File: src/rtl/param_matrix_multiplier.sv
// Sequential N x N matrix multiplier: reads A and B one element per cycle through address ports,
// accumulates N products per result element and hands results out row-major over a strobe/ack handshake.
module param_matrix_multiplier #(
  parameter int N        = 4,
  parameter int DATA_W   = 32,
  parameter int OUT_W    = 32,
  parameter int ACC_W    = 2 * DATA_W + $clog2(N),
  parameter int SIGNED   = 1,
  parameter int SATURATE = 1,
  localparam int IDX_W   = ($clog2(N) < 1) ? 1 : $clog2(N)
) (
  input  logic              clk,
  input  logic              rst,
  input  logic              start,
  output logic [IDX_W-1:0]  a_i,
  output logic [IDX_W-1:0]  a_j,
  input  logic [DATA_W-1:0] a_in,
  output logic [IDX_W-1:0]  b_i,
  output logic [IDX_W-1:0]  b_j,
  input  logic [DATA_W-1:0] b_in,
  output logic [OUT_W-1:0]  z_out,
  output logic [IDX_W-1:0]  z_i,
  output logic [IDX_W-1:0]  z_j,
  output logic              z_stb,
  input  logic              z_ack,
  output logic              busy,
  output logic              done
);

  localparam int EXT_W = ACC_W - 2 * DATA_W;
  localparam int HI_W  = ACC_W - OUT_W;
  localparam logic SGN = (SIGNED != 0);
  localparam logic [IDX_W-1:0] LAST = IDX_W'(N - 1);
  localparam logic [ACC_W-1:0] S_MAX = {{(HI_W + 1){1'b0}}, {(OUT_W - 1){1'b1}}};
  localparam logic [ACC_W-1:0] S_MIN = {{(HI_W + 1){1'b1}}, {(OUT_W - 1){1'b0}}};
  localparam logic [ACC_W-1:0] U_MAX = {{HI_W{1'b0}}, {OUT_W{1'b1}}};

  typedef enum logic [1:0] {
    IDLE = 2'd0,
    MAC  = 2'd1,
    OUT  = 2'd2,
    DONE = 2'd3
  } state_t;

  state_t               state_r;
  state_t               state_nx;
  logic [IDX_W-1:0]     i_r;
  logic [IDX_W-1:0]     j_r;
  logic [IDX_W-1:0]     k_r;
  logic [ACC_W-1:0]     acc_r;
  logic [2*DATA_W-1:0]  a_ext_s;
  logic [2*DATA_W-1:0]  b_ext_s;
  logic [2*DATA_W-1:0]  prod_full_s;
  logic [ACC_W-1:0]     prod_s;
  logic [ACC_W-1:0]     sum_s;
  logic                 last_elem_s;

  // Clamp or truncate the wide accumulator into the result width.
  function automatic logic [OUT_W-1:0] conv(input logic [ACC_W-1:0] v);
    logic [OUT_W-1:0] r;
    if (SATURATE == 0) begin
      r = v[OUT_W-1:0];
    end else if (SGN) begin
      if ($signed(v) > $signed(S_MAX)) begin
        r = S_MAX[OUT_W-1:0];
      end else if ($signed(v) < $signed(S_MIN)) begin
        r = S_MIN[OUT_W-1:0];
      end else begin
        r = v[OUT_W-1:0];
      end
    end else if (v > U_MAX) begin
      r = {OUT_W{1'b1}};
    end else begin
      r = v[OUT_W-1:0];
    end
    return r;
  endfunction

  assign a_i = i_r;
  assign a_j = k_r;
  assign b_i = k_r;
  assign b_j = j_r;

  // Operands widened to 2*DATA_W so one multiplier serves both signed and unsigned modes.
  always_comb begin
    a_ext_s     = {{DATA_W{a_in[DATA_W-1] & SGN}}, a_in};
    b_ext_s     = {{DATA_W{b_in[DATA_W-1] & SGN}}, b_in};
    prod_full_s = a_ext_s * b_ext_s;
    prod_s      = {{EXT_W{prod_full_s[2*DATA_W-1] & SGN}}, prod_full_s};
    if (k_r == {IDX_W{1'b0}}) begin
      sum_s = prod_s;
    end else begin
      sum_s = acc_r + prod_s;
    end
    last_elem_s = (i_r == LAST) && (j_r == LAST);
  end

  // Next-state decode.
  always_comb begin
    state_nx = state_r;
    case (state_r)
      IDLE, DONE: begin
        if (start) begin
          state_nx = MAC;
        end else begin
          state_nx = state_r;
        end
      end
      MAC: begin
        if (k_r == LAST) begin
          state_nx = OUT;
        end else begin
          state_nx = MAC;
        end
      end
      OUT: begin
        if (!z_ack) begin
          state_nx = OUT;
        end else if (last_elem_s) begin
          state_nx = DONE;
        end else begin
          state_nx = MAC;
        end
      end
      default: state_nx = IDLE;
    endcase
  end

  // State register and registered status flags.
  always_ff @(posedge clk) begin
    if (rst) begin
      state_r <= IDLE;
      z_stb   <= 1'b0;
      busy    <= 1'b0;
      done    <= 1'b0;
    end else begin
      state_r <= state_nx;
      z_stb   <= (state_nx == OUT);
      busy    <= (state_nx == MAC) || (state_nx == OUT);
      done    <= (state_nx == DONE);
    end
  end

  // Counters, accumulator and result registers.
  always_ff @(posedge clk) begin
    if (rst) begin
      i_r   <= {IDX_W{1'b0}};
      j_r   <= {IDX_W{1'b0}};
      k_r   <= {IDX_W{1'b0}};
      acc_r <= {ACC_W{1'b0}};
      z_out <= {OUT_W{1'b0}};
      z_i   <= {IDX_W{1'b0}};
      z_j   <= {IDX_W{1'b0}};
    end else begin
      case (state_r)
        IDLE, DONE: begin
          if (start) begin
            i_r <= {IDX_W{1'b0}};
            j_r <= {IDX_W{1'b0}};
            k_r <= {IDX_W{1'b0}};
          end
        end
        MAC: begin
          acc_r <= sum_s;
          if (k_r == LAST) begin
            z_out <= conv(sum_s);
            z_i   <= i_r;
            z_j   <= j_r;
            k_r   <= {IDX_W{1'b0}};
          end else begin
            k_r <= k_r + IDX_W'(1);
          end
        end
        OUT: begin
          if (z_ack) begin
            if (last_elem_s) begin
              i_r <= {IDX_W{1'b0}};
              j_r <= {IDX_W{1'b0}};
            end else if (j_r == LAST) begin
              j_r <= {IDX_W{1'b0}};
              i_r <= i_r + IDX_W'(1);
            end else begin
              j_r <= j_r + IDX_W'(1);
            end
          end
        end
        default: begin
          k_r <= {IDX_W{1'b0}};
        end
      endcase
    end
  end

endmodule

File: config.mk
export PLATFORM = sky130hd
export DESIGN_NAME = param_matrix_multiplier
export DESIGN_NICKNAME = d
export VERILOG_FILES = /design/src/rtl/param_matrix_multiplier.sv
export SDC_FILE = /design/constraint.sdc
export NUM_CORES = 2
export LEC_CHECK = 0
export BUFFER_PORTS_ARGS = -buffer_cell sky130_fd_sc_hd__buf_4
export CORE_ASPECT_RATIO = 0.75
export CORE_MARGIN = 2
export CORE_UTILIZATION = 65
export DETAILED_ROUTE_END_ITERATION = 10
export PLACE_DENSITY = 0.82
export REMOVE_ABC_BUFFERS = 1
export SKIP_CTS_REPAIR_TIMING = 1
export SKIP_LAST_GASP = 1
export SYNTH_ARGS = -nofsm -noshare
export SYNTH_HDL_FRONTEND = slang
export SYNTH_SLANG_ARGS = --single-unit
File: constraint.sdc
create_clock -name clk -period 33.1 [get_ports clk]
set_input_delay 6.62 -clock clk [delete_from_list [all_inputs] [get_ports clk]]
set_output_delay 6.62 -clock clk [all_outputs]
set_load 0.01 [all_outputs]
After elaboration in Yosys (flattened, before gate mapping)
Index checks and enable logic that the tools add are counted.

Multipliers: 1. Equality and inequality tests: 12. Reductions and logical operators: 11. Muxes and demuxes: 19. Magnitude comparators: 2. Add/subtract/negate cells: 4.

Operator list (count): $add A66 B66 Y66 (1); $gt A66 B32 Y1 const B (1); $lt A66 B32 Y1 const B (1); $mux W66 (1); $mul A32 B32 Y64 (1); $mux W32 (2); $mux W2 (12); $eq A2 B2 Y1 const B (7); $pmux W2 S2 (3); $add A2 B1 Y2 const B (3); $pmux W2 S3 (1); $eq A2 B1 Y1 const B (2); $logic_not A2 Y1 (2); $ne A2 B2 Y1 const B (2); $reduce_and A2 Y1 (2); $reduce_and A4 Y1 (1); $reduce_bool A2 Y1 (2); $ne A3 B3 Y1 const B (1); $reduce_and A3 Y1 (1); $reduce_or A2 Y1 (1); $logic_and A1 B1 Y1 (1); $logic_or A1 B1 Y1 (1).

Word-level logic and storage cells: 60. Register bits after elaboration: 113. Bits of input ports: 68. Output and inout port bits: 47.

Depth between registers and ports, before layout
Word-level depth: 7. Depth in mapped cells: 46. Mapped depth without buffers: 41.

Least setup slack after synthesis
No wires, ideal clock.

Kind: input -> register. Start point: in a_in[31]. End point: reg z_out[29]. Path slack: 16.428 ns. Stages: 36. Data required time: 32.983 ns. Setup time: 0.117 ns. Data arrival time: 16.555 ns. Buffers on the path: 3. Cell sequence: clkbuf_1 nand2_1 inv_1 fa_1 fa_1 fa_1 inv_1 fa_1 inv_1 fa_1 fa_1 inv_1 fa_1 inv_1 fa_1 ha_1 a21o_1 o21bai_1 nor3_1 nor3_1 a2111oi_2 xnor2_1 ha_1 clkbuf_1 a21o_1 a21oi_1 o21ai_0 nor3_1 a41o_1 a2111oi_0 and4_1 nand4_1 o211ai_2 buf_2 nand2_1 a22o_1.

Word-level cells in the longest chain between the ends: 6. Elaborated cells between the ends (all ways): 7. Those cells by class: 1 x add/sub; 1 x mul; 2 x order compare; 3 x mux.

Ends and longest elaborated chain: from (decl) (line 17) `input logic [DATA_W-1:0] a_in,`; $mul A32 B32 Y64 * (line 88) `prod_full_s = a_ext_s * b_ext_s;`; $add A66 B66 Y66 (line 93) `sum_s = acc_r + prod_s;`; $mux W66 * (line 90) `if (k_r == {IDX_W{1'b0}}) begin`; $lt A66 B32 Y1 (line 66) `end else if ($signed(v) < $signed(S_MIN)) begin`; $mux W32 (line 66); $mux W32 * (line 64) `if ($signed(v) > $signed(S_MAX)) begin`; to (signal assigned) (line 151) `z_out <= {OUT_W{1'b0}};`; to (signal assigned) (line 166) `z_out <= conv(sum_s);`; to (decl) (line 21) `output logic [OUT_W-1:0] z_out,`.

Mark *: on every way between the ends. The rest lies on a longest branch, timed or not. A chain may end at the register's enable or synchronous reset.

Worst setup path after layout
Start point: in b_in[2]. End point: reg z_out[2].

Word-level cells in the longest chain between the ends: 6. Elaborated cells between the ends (all ways): 7. Those cells by class: 1 x add/sub; 1 x mul; 2 x order compare; 3 x mux.

Ends and longest elaborated chain: from (decl) (line 20) `input logic [DATA_W-1:0] b_in,`; $mul A32 B32 Y64 * (line 88); $add A66 B66 Y66 (line 93); $mux W66 * (line 90); $lt A66 B32 Y1 (line 66); $mux W32 (line 66); $mux W32 * (line 64).

Marked as above.

==> flow_metrics.tcl <==
set metrics [dict create \
    tightest_slew_ps 1160 \
    slew_headroom_pct 22.5 \
    grtUsageTotal_pct 34.7 \
    maxClockFrequency_mhz 53.7 \
    avgRoutedWirePerCell_um 20.1 \
    placementRows 85 \
    start_kind "primary input" \
    synth_flop_cell "dfxtp_1" \
    postSynth.asyncResetShare_pct 0 \
    grt_pass1_vias 37800 \
    hpwl_mm 103 \
    die-area_um2 74300 \
    netlist_area_um2 46900 \
    io_buffers 114 \
    vias_per_cell 5.99 \
    grt_overflow_total 0 \
    fin_crit_sh_pct 56.3 \
    rsz0062_at_grt "false" \
    drt_iter0_markers 3672 \
    drc 0 \
    holdCritPathClass "reg2reg" \
    slew_violations 0 \
    gp_congestion 1.00 \
    cpLargestDelayFamily "adder cells" \
    synth_common_cells "fa_1 (1083), inv_1 (1055), nand2_1 (675), and2_1 (527), ha_1 (258)" \
    nFillCells 5665 \
    synthCells 5353 \
    drt_wl_total_mm 124 \
    synth_edf_count 0 \
    numCtsBuffers 17 \
    cp.required_ps 33430 \
    cp_common_cell "fa_1" \
    io_pins 115 \
    core_um2 71600 \
    final-hold-violation-count 0 \
    detail-route-antenna-nets 0 \
    fin_setup_tns_ps 0 \
    clk_pin_slew_ps 60 \
    yosys_register_bits 113 \
    firstDrtPassIters 6 \
    die_w_um 314 \
    diodes 0 \
    via_count 36800 \
    critPathMaxStageDelay_ps 1040 \
    syn2layout_area_growth_pct 2.94 \
    antenna_found_initial 0 \
    syn_area_per_cell_um2 8.76 \
    layout-drive-gt1-share_pct 4.10 \
    fin_worst_skew_ps 15.4 \
    cts_tree "built" \
    synth_top_area_share_pct 46.2 \
    cp.arrival_ps 18970 \
    path_max_fanout 32 \
    setup_viol 0 \
    synth.most_common_cell "fa_1" \
    synth-seq-area-share_pct 4.82 \
    grt_max_degree 87 \
    synth_top_cell_by_area "fa_1" \
    status "complete, no violations" \
    start_util_pct 65.5 \
    fin_crit_ps 18640 \
    cts.sinks 113 \
    synth_cell_types 101 \
    yosys-top-cells-area "fa_1 (46%), inv_1 (8.4%), and2_1 (7.0%)" \
    die_h_um 237 \
    worst_skew_pair.late_latency_ps 440 \
    path_class "in2reg" \
    cts-root-buf "clkbuf_16" \
    clockBufferDepth 2 \
    critPathSlowestCell "fa_1" \
    cp_num_buf_inv 7 \
    grt_pass1_wl_mm 205 \
    layout.nets 6586 \
    synth_warnings 0 \
    endpoint_kind "register" \
    htreeDepth 4 \
    drv_cap 0 \
]
## registers in the layout, summed over array words and instances, names as in the netlist
signal,cells
z_i,2
state_r,2
a_j,2
a_i,2
acc_r,66
done,1
z_stb,1
z_out,32
b_j,2
z_j,2
busy,1
## final cells by class
type                    instances  area, um^2  share of cell area, %
multi-input cells            3865       39300                   81.5
well taps                     957        1200                   2.48
inverters                    1056        3960                   8.21
repair buffers                124         931                   1.93
clock inverters                13         151                  0.314
flip-flops and latches        113        2260                   4.69
clock buffers                  19         443                  0.918
## cells in the final DEF, fill, tap and decap left out, drive strengths merged, types with 9 or more instances in the layout
master	n
a22o	32
mux2i	22
nand2	675
nor2	212
o211ai	32
xnor2	68
a211oi	75
buf	124
and3	20
nor2b	11
fa	1083
or3	13
nand3	31
and4	9
clkbuf	19
nand4	57
a21o	44
o21ai	125
and2	527
dfxtp	113
a21oi	199
nor3	46
xor2	49
ha	258
a31oi	19
inv	1059
o21a	30
o31ai	17
nor4	19
o21bai	21
nand2b	26
## through the flow
stage	utilization, %	setup WS (ps)	area (um^2)	hold slack (ps)	instances
after CTS	67.4	14800	48300	467	6147
after detailed placement	66.6	14390	47700	458	6115
final	67.4	14460	48300	467	6147
after floorplan	-	16370	45500	444	5034
after global routing	67.4	14070	48300	493	6147
after global placement	66.6	14610	47700	445	6115
## layer usage
layer  routed length [um]  vias to the layer above  track usage [%]  part of all wire, %
met2                54000                     1979             51.2                   44
li1                     -                    16100                -                    -
met4                 1530                        0             4.87                  1.2
met5                    0                        -                0                    0
met1                54000                    18600             53.3                   44
met3                14200                      143             8.17                   11
## final timing paths
path                         start                endpoint  slack, ps  cells past startpoint
min reg2reg    z_j[1]$_SDFFE_PP0P_     z_j[1]$_SDFFE_PP0P_        470                      2
max reg2reg  acc_r[0]$_SDFFE_PP0P_  z_out[29]$_SDFFE_PP0P_      28070                     16
min            z_j[1]$_SDFFE_PP0P_     z_j[1]$_SDFFE_PP0P_        470                      2
max                        b_in[2]   z_out[2]$_SDFFE_PP0P_      14460                     36
## worst min-delay path, delay by kind of cell (launching register included)
kind	cells	cell delay (ps)
compound gates	1	50
simple gates	1	60
flops	1	310
## cell families (layout without fill, tap and decap cells)
group / Yosys count / after routing / share of synthesized area (%)
mux: 27 / 27 / 0.590
xor+xnor: 117 / 117 / 2.23
buf+inv: 1375 / 1212 / 11.4
simple gates: 1682 / 1682 / 17.8
fa+ha+maj: 1341 / 1341 / 53.1
flops: 113 / 113 / 4.82
compound gates: 698 / 698 / 10.1
Power is not shown: default switching activity piles up to over one toggle a cycle in this logic, so the estimate is an artifact.
